## src/rtl/pixel_raster_pkg.sv

```systemverilog
// Shared widths, board limits, FSM state and command record for the
// pixel raster queue.
package pixel_raster_pkg;

  localparam int unsigned X_W      = 8;
  localparam int unsigned Y_W      = 7;
  localparam int unsigned COLOUR_W = 3;

  localparam int unsigned X_MAX_DEF = 159;
  localparam int unsigned Y_MAX_DEF = 119;

  typedef enum logic {
    IDLE = 1'b0,
    DRAW = 1'b1
  } state_t;

  // 33-bit queued draw command; w/h are extents minus one
  typedef struct packed {
    logic [X_W-1:0]      x0;
    logic [Y_W-1:0]      y0;
    logic [X_W-1:0]      w;
    logic [Y_W-1:0]      h;
    logic [COLOUR_W-1:0] colour;
  } cmd_t;

endpackage

```

## src/rtl/pixel_raster_queue_cmd_fifo.sv

```systemverilog
// Synchronous command FIFO; pointers carry one extra wrap bit so that
// full and empty are distinguished without a separate counter.
module cmd_fifo
  import pixel_raster_pkg::*;
#(
  parameter int unsigned DEPTH = 4
) (
  input  logic clk,
  input  logic reset,
  input  logic push,
  input  logic pop,
  input  cmd_t din,
  output cmd_t dout,
  output logic full,
  output logic empty
);

  localparam int unsigned AW = $clog2(DEPTH);

  logic [AW:0] wr_ptr;
  logic [AW:0] rd_ptr;
  cmd_t        mem [DEPTH];
  logic        push_ok;
  logic        pop_ok;

  assign empty   = (wr_ptr == rd_ptr);
  assign full    = (wr_ptr[AW] != rd_ptr[AW]) &&
                   (wr_ptr[AW-1:0] == rd_ptr[AW-1:0]);
  assign push_ok = push && !full;
  assign pop_ok  = pop && !empty;
  assign dout    = mem[rd_ptr[AW-1:0]];

  always_ff @(posedge clk or posedge reset) begin
    if (reset) begin
      wr_ptr <= '0;
      rd_ptr <= '0;
    end else begin
      if (push_ok) wr_ptr <= wr_ptr + 1'b1;
      if (pop_ok)  rd_ptr <= rd_ptr + 1'b1;
    end
  end

  always_ff @(posedge clk) begin
    if (push_ok) mem[wr_ptr[AW-1:0]] <= din;
  end

endmodule

```

## src/rtl/pixel_raster_queue.sv

```systemverilog
// Queued pixel/rectangle draw engine: clips each command to the board and
// rasterises it row-major at one pixel per clock for the VGA adapter.
module pixel_raster_queue
  import pixel_raster_pkg::*;
#(
  parameter int unsigned FIFO_DEPTH = 4,
  parameter int unsigned X_MAX      = X_MAX_DEF,
  parameter int unsigned Y_MAX      = Y_MAX_DEF
) (
  input  logic                clk,
  input  logic                reset,
  input  logic                cmd_valid,
  output logic                cmd_ready,
  input  logic [X_W-1:0]      cmd_x0,
  input  logic [Y_W-1:0]      cmd_y0,
  input  logic [X_W-1:0]      cmd_w,
  input  logic [Y_W-1:0]      cmd_h,
  input  logic [COLOUR_W-1:0] cmd_colour,
  output logic [X_W-1:0]      x,
  output logic [Y_W-1:0]      y,
  output logic [COLOUR_W-1:0] colour,
  output logic                plot,
  output logic                busy
);

  localparam logic [X_W:0] X_LIM = (X_W+1)'(X_MAX);
  localparam logic [Y_W:0] Y_LIM = (Y_W+1)'(Y_MAX);

  state_t state, state_n;
  cmd_t   cmd_in, head;
  logic   full, empty;
  logic   push, pop, load;
  logic   on_screen, last;

  logic [X_W:0]          x_sum;
  logic [Y_W:0]          y_sum;
  logic [X_W-1:0]        x_end_n;
  logic [Y_W-1:0]        y_end_n;
  logic [X_W-1:0]        cx, x_start, x_end;
  logic [Y_W-1:0]        cy, y_end;
  logic [COLOUR_W-1:0]   col;

  assign cmd_in = '{x0: cmd_x0, y0: cmd_y0, w: cmd_w, h: cmd_h, colour: cmd_colour};
  assign cmd_ready = !full;
  assign push      = cmd_valid && cmd_ready;

  cmd_fifo #(.DEPTH(FIFO_DEPTH)) u_cmd_fifo (
    .clk   (clk),
    .reset (reset),
    .push  (push),
    .pop   (pop),
    .din   (cmd_in),
    .dout  (head),
    .full  (full),
    .empty (empty)
  );

  // Extra carry bit keeps x0+w / y0+h from wrapping before the clamp
  assign x_sum     = {1'b0, head.x0} + {1'b0, head.w};
  assign y_sum     = {1'b0, head.y0} + {1'b0, head.h};
  assign x_end_n   = (x_sum > X_LIM) ? X_LIM[X_W-1:0] : x_sum[X_W-1:0];
  assign y_end_n   = (y_sum > Y_LIM) ? Y_LIM[Y_W-1:0] : y_sum[Y_W-1:0];
  assign on_screen = ({1'b0, head.x0} <= X_LIM) && ({1'b0, head.y0} <= Y_LIM);
  assign last      = (cx == x_end) && (cy == y_end);

  always_ff @(posedge clk or posedge reset) begin
    if (reset) state <= IDLE;
    else       state <= state_n;
  end

  always_comb begin
    state_n = state;
    pop     = 1'b0;
    load    = 1'b0;
    case (state)
      IDLE: begin
        if (!empty) begin
          pop = 1'b1;
          if (on_screen) begin
            load    = 1'b1;
            state_n = DRAW;
          end
        end
      end
      DRAW: begin
        if (last) begin
          if (!empty) begin
            pop = 1'b1;
            if (on_screen) load    = 1'b1;
            else           state_n = IDLE;
          end else begin
            state_n = IDLE;
          end
        end
      end
      default: state_n = IDLE;
    endcase
  end

  always_comb begin
    plot   = (state == DRAW);
    busy   = (state == DRAW) || !empty;
    x      = cx;
    y      = cy;
    colour = col;
  end

  // Counters hold after the final pixel so x/y/colour keep their last value in IDLE
  always_ff @(posedge clk or posedge reset) begin
    if (reset) begin
      cx      <= '0;
      cy      <= '0;
      x_start <= '0;
      x_end   <= '0;
      y_end   <= '0;
      col     <= '0;
    end else if (load) begin
      cx      <= head.x0;
      cy      <= head.y0;
      x_start <= head.x0;
      x_end   <= x_end_n;
      y_end   <= y_end_n;
      col     <= head.colour;
    end else if (state == DRAW && !last) begin
      if (cx == x_end) begin
        cx <= x_start;
        cy <= cy + 1'b1;
      end else begin
        cx <= cx + 1'b1;
      end
    end
  end

endmodule
```

## config.mk

```make
export PLATFORM = sky130hd
export DESIGN_NAME = pixel_raster_queue
export DESIGN_NICKNAME = d
export VERILOG_FILES = /design/src/rtl/pixel_raster_pkg.sv /design/src/rtl/pixel_raster_queue_cmd_fifo.sv /design/src/rtl/pixel_raster_queue.sv
export SDC_FILE = /design/constraint.sdc
export NUM_CORES = 1
export LEC_CHECK = 0
export CAP_MARGIN = 40
export CORE_AREA = 2 2 120 122
export DETAILED_ROUTE_END_ITERATION = 10
export DIE_AREA = 0 0 122 124
export PLACE_DENSITY = 0.86
export SLEW_MARGIN = 20
export SYNTH_ARGS = -nofsm -noshare
export SYNTH_HDL_FRONTEND = slang
export SYNTH_HIERARCHICAL = 1
export SYNTH_SLANG_ARGS = --single-unit
export TNS_END_PERCENT = 5
```

## constraint.sdc

```tcl
create_clock -name clk -period 8.7 [get_ports clk]
set_input_delay 2.175 -clock clk [delete_from_list [all_inputs] [get_ports clk]]
set_output_delay 2.175 -clock clk [all_outputs]
set_load 0.02 [all_outputs]
```

==> results.txt, run 1 <==
DP Area = 8830 um^2
Routed wire per std cell = 19.7 um
number of diodes = 0
post_cts resized = 0
Req. time, crit path = 6.53 ns
Setup TNS Final = 0 ns
switching part of the total = 35.4%
Peak VDD IR = 173 uV
initial DRC count = 367
final hold vios = 0
Int Pwr = 2.25 mW
drt via density = 6.00
port bufs = 56
Die Area = 15,100 um^2
Worst-Skew Late Latency = 0.44 ns
setup bufs post-CTS = 0
post-route insts no fill = 793
Slew Limit Fails = 0
Placement Setup Slack = 4.12 ns
Net Switching = 1.23 mW
H-Tree Level Count = 4
Seq pwr share = 38.0%
chip height = 124 um
Antenna Nets Post-Route = 0
clock root cell = clkbuf_16
CP Capture Type = primary output
clock tree buffer depth = 2
number of global-route vias before repair = 4,956
DRT Pass-1 Iters = 5
row cnt = 43
post-synthesis cell type count = 56
Mapped Cells = 535
Layout fillers = 889
IO Pins = 57
CTS Hold Buffers Added = 0
Core Region = 13,700 um^2
clk slew on worst S/H paths = 0.06 ns
crit path launch type = flop
Worst slew margin = 51.4%
final setup violating endpoints = 0
syn nets = 595
status = finished, final reports clean
WL final = 15,600 um
Critical R2R Launch = u_cmd_fifo/rd_ptr[0]
PD cells = 369 nW/um^2
Seq cells post-synth = 180
async set or reset register ratio after synthesis = 26.7%
fin worst setup slack = 3.74 ns
HPWL after DPL = 10,300 um
Synth Cell Area = 8100 um^2
Finished Cell Area = 9450 um^2
clk sink count = 180
number of synthesized flops with an enable pin = 132
Max Fanout on Critical Path = 37
Arr. time, crit path = 2.78 ns
fin crit share = 57.0%
Placed Cells = 760
CTS tree = yes
ys flop type = edfxtp_1
Synth area leaders = edfxtp_1 (49%), dfrtp_1 (15%), mux4_2 (9.2%)
first-pass GRT wire length = 25,500 um
Yosys top cell area share = 48.9%
Setup Skew = 0.0151 ns
Critical Path Source = u_cmd_fifo/rd_ptr[0]
GR Overflow Total = 0
Synth Area per Inst = 15.1 um^2
Synth area leader = edfxtp_1
Initial Utilization = 59.1%
nets = 660
DRC viols = 0
Hold Path Class = reg -> reg
RSZ-0062 raised after global routing = no
count leader, synth = edfxtp_1
Clock power frac = 22.1%
Logic pwr share = 39.9%
Via Count = 4,759
P&R area growth vs syn = 16.6%
initial antenna violation count = 0
Crit Path Category = reg -> out
CTS Buf Count = 17
most common library cells after synthesis = edfxtp_1 (132), nand2_1 (63), dfrtp_1 (48)
pin count of the biggest net entering global routing = 43
worst slew pin tran = 0.729 ns
Static Leak = 3.43 nW
register area share after synthesis = 63.7%
Achievable Freq = 202 MHz
# Max-Cap Violations = 0
min-delay src = colour[0]
Total Routing Usage GR = 22.9%
Die Wd = 122 um
share of layout cells above drive strength 1 = 15.0%
fin crit period = 4.96 ns
Placer Congestion = 0.876
synth warn = 6
[registers in the layout (all words and copies together) (netlist names)]
name               count
colour                 3
plot                   1
u_cmd_fifo/mem       132
u_cmd_fifo/rd_ptr      3
u_cmd_fifo/wr_ptr      3
x                      8
x_end                  8
x_start                8
y                      7
y_end                  7
[metrics by stage]
step	util (%)	hold slack (ns)	power, mW
4_1_cts	68.8	0.489	3.50
3_3_place_gp	64.3	0.459	2.64
2_1_floorplan	-	0.441	2.34
3_5_place_dp	64.4	0.473	2.71
6_report	68.9	0.481	3.48
5_1_grt	68.9	0.512	3.71
[power groups by stage]
stage	logic [mW]	registers [mW]	clock network, mW
4_1_cts	1.39	1.33	0.782
5_1_grt	1.54	1.35	0.814
3_3_place_gp	1.32	1.32	0
6_report	1.39	1.32	0.769
2_1_floorplan	1.00	1.34	0
3_5_place_dp	1.38	1.34	0
[worst max-delay path: stages, from the launching register on]
cell	delay, ns
dfrtp_2	0.34
buf_4	0.59
xor2_2	0.22
nor3_1	0.54
nand2b_1	0.11
clkdlybuf4s50_1	0.55
[routing by layer]
layer | up-vias | track usage (%) | routed length [um]
met3 | 27 | 5.95 | 1090
met2 | 189 | 38.2 | 7710
met5 | - | 0 | 0
met1 | 2372 | 28.8 | 6510
li1 | 2171 | - | -
met4 | 0 | 9.70 | 332
[cell families after synthesis]
group                      share of synthesized area (%)
AOI/OAI and AO/OA                                   7.70
xor gates and xnor gates                            4.71
adders and majority gates                           3.89
buffers and inverters                               2.15
DFF                                                 63.7
muxes                                               10.2
and+or+nand+nor                                     7.60
[layout make-up]
cell class              count  area (um^2)  area share, %
clock buffers              18          429           4.54
clock inverters            14          176           1.87
inverters                  11         41.3          0.437
multi-input cells         324         2770           29.4
flip-flops and latches    180         5170           54.7
well taps                 180          225           2.38
repair buffers             66          636           6.73
[cell usage in the layout (no fill, tap or decap), drive strengths merged, types with 2 or more instances in the layout]
| master | netlist | routed |
|---|---|---|
| clkinv | 0 | 7 |
| a31oi | 10 | 10 |
| o22ai | 3 | 3 |
| o21a | 3 | 3 |
| mux2 | 4 | 4 |
| nand4 | 4 | 4 |
| o41a | 2 | 2 |
| fa | 2 | 2 |
| xnor2 | 27 | 27 |
| nand3 | 11 | 11 |
| bufinv | 0 | 3 |
| o32a | 2 | 2 |
| mux2i | 4 | 4 |
| or3 | 7 | 7 |
| a211oi | 7 | 7 |
| clkdlybuf4s50 | 0 | 56 |
| xor2 | 14 | 14 |
| nor3 | 4 | 4 |
| o21bai | 2 | 2 |
| o22a | 8 | 8 |
| clkbuf | 5 | 18 |
| and3 | 4 | 4 |
| dfrtp | 48 | 48 |
| and2 | 4 | 4 |
| o31ai | 4 | 4 |
| buf | 15 | 10 |
| nand2 | 63 | 63 |
| ha | 22 | 22 |
| edfxtp | 132 | 132 |
| a21o | 3 | 3 |
| nor2b | 3 | 3 |
| nor2 | 19 | 19 |
| inv | 11 | 14 |
| a21oi | 16 | 16 |
| nand2b | 7 | 7 |
| or2 | 4 | 4 |
| mux4 | 33 | 33 |
| o21ai | 15 | 15 |
[final timing paths]
path	endpoint	slack, ns	cells after the start
worst max-delay path	busy	3.74	5
worst min-delay path	colour[0]	0.48	2
worst max register to register	x_end[2]	4.68	10
worst min register to register	colour[0]	0.48	2
max in group asynchronous	x[7]	6.13	3
min in group asynchronous	u_cmd_fifo/rd_ptr[1]	2.01	2
Power figures use the tool's default switching activity.
==> run 2, diff against run 1 <==
Settings changed: CORE_AREA 2 2 120 122 to 2 2 121 123, DIE_AREA 0 0 122 124 to 0 0 123 125, PLACE_DENSITY 0.86 to 0.84.
Clock period 8.7 ns to 4.7 ns, I/O delays scaled along.
==> results.txt, run 2 (synthesis results as in run 1) <==
Arr. time, crit path = 2.81 ns
Total Routing Usage GR = 22.4%
CTS Buf Count = 17
PD cells = 681 nW/um^2
Max Fanout on Critical Path = 18
IO Pins = 57
Crit Path Category = reg -> out
WL final = 15,800 um
Die Wd = 123 um
Req. time, crit path = 3.52 ns
GR Overflow Total = 0
switching part of the total = 36.0%
Slew Limit Fails = 0
Peak VDD IR = 311 uV
Initial Utilization = 57.1%
CTS tree = yes
number of global-route vias before repair = 4,889
clock tree buffer depth = 2
max reg flops = 132
CP Capture Type = primary output
Antenna Nets Post-Route = 0
DRC viols = 0
WP buf/inv = 1
Clock power frac = 21.5%
Via Count = 4,716
Static Leak = 3.42 nW
Int Pwr = 4.11 mW
final setup violating endpoints = 0
first-pass GRT wire length = 25,700 um
nets = 660
Hold Path Class = reg -> reg
# Max-Cap Violations = 0
Placer Congestion = 0.850
final hold vios = 0
Net Switching = 2.31 mW
most common library cell in the layout ignoring fill and taps = edfxtp_1
pin count of the biggest net entering global routing = 43
Die Area = 15,400 um^2
Worst-Skew Late Latency = 0.43 ns
P&R area growth vs syn = 16.3%
worst slew pin tran = 0.822 ns
clock root cell = clkbuf_16
status = finished, final reports clean
row cnt = 44
Achievable Freq = 251 MHz
post_cts resized = 0
max incr delay on CP = 0.88 ns
Worst slew margin = 45.2%
drt via density = 5.93
initial antenna violation count = 0
setup bufs post-CTS = 0
crit path launch type = flop
Setup TNS Final = 0 ns
clk slew on worst S/H paths = 0.06 ns
Setup Skew = 0.00873 ns
CP top delay family = flip-flops
Seq pwr share = 38.7%
clk sink count = 180
CTS Hold Buffers Added = 0
final core occ = 66.4%
fin crit period = 3.98 ns
chip height = 125 um
CP Cell Sequence = xor2_1 -> nor3_1 -> nand2b_1 -> clkdlybuf4s50_1
share of layout cells above drive strength 1 = 14.7%
port bufs = 56
number of diodes = 0
HPWL after DPL = 10,600 um
CP max-delay cell = dfrtp_1
Core Region = 14,200 um^2
DRT Pass-1 Iters = 5
fin crit share = 84.7%
commonest cells after routing, fill and taps aside = edfxtp_1 (132), nand2_1 (63), clkdlybuf4s50_1 (56)
Logic pwr share = 39.8%
RSZ-0062 raised after global routing = no
Routed wire per std cell = 19.9 um
H-Tree Level Count = 4
initial DRC count = 511
==> run 2: changes by cell type in the layout (fill, tap and decap cells not counted), sizes merged <==
cell,change
bufinv,-1
clkbuf,-1
inv,+1
clkinvlp,-1
==> run 2: power by group through the flow <==
stage | combinational, mW | sequential, mW | clock (mW)
floorplan | 1.86 | 2.47 | 0
global placement | 2.44 | 2.49 | 0
detailed placement | 2.52 | 2.52 | 0
CTS | 2.55 | 2.49 | 1.40
global route | 2.80 | 2.54 | 1.46
finish | 2.55 | 2.49 | 1.38
==> run 2: metal layers <==
| metal | global-route usage, % | routed length (um) | part of all wire, % |
|---|---|---|---|
| met2 | 36.4 | 7920 | 50 |
| met3 | 3.51 | 648 | 4.1 |
| met1 | 30.5 | 6910 | 44 |
| met4 | 8.82 | 315 | 2.0 |
| met5 | 0 | 0 | 0 |
==> run 2: layout make-up <==
cell class / instances / area, um^2
clock buffers: 17 / 425
multi-input cells: 324 / 2770
flip-flops and latches: 180 / 5170
well taps: 184 / 230
inverters: 11 / 41.3
repair buffers: 66 / 636
fillers: 969 / 4780
clock inverters: 13 / 155
==> run 2: worst register-to-register path: cells and delay by family, from the launching register on <==
kind            cells  cell delay, ns
compound gates      4            1.00
flops               1            0.74
mux                 1            0.63
simple gates        2            0.55
buf+inv             1            0.50
fa+ha+maj           1            0.35
==> run 2: worst paths after layout <==
kind	startpoint	end	slack, ns	cells after the start
setup / recovery	u_cmd_fifo/rd_ptr[1]	busy	0.72	4
hold / removal	colour[0]	colour[0]	0.47	2
setup reg to reg	u_cmd_fifo/rd_ptr[0]	x_end[2]	0.81	9
hold reg to reg	colour[0]	colour[0]	0.47	2
max in group asynchronous	reset	y_end[6]	3.13	3
min in group asynchronous	reset	u_cmd_fifo/wr_ptr[2]	1.00	2
==> run 2: metrics by stage <==
step / setup WS, ns / power [mW] / instance area, um^2 / std cells / hold slack, ns
after floorplan: 1.36 / 4.33 / 8100 / 535 / 0.441
after global placement: 0.918 / 4.92 / 8840 / 764 / 0.459
after detailed placement: 0.806 / 5.04 / 8850 / 765 / 0.463
after CTS: 0.703 / 6.44 / 9430 / 795 / 0.480
after global routing: 0.538 / 6.81 / 9430 / 795 / 0.512
final: 0.718 / 6.42 / 9430 / 795 / 0.475
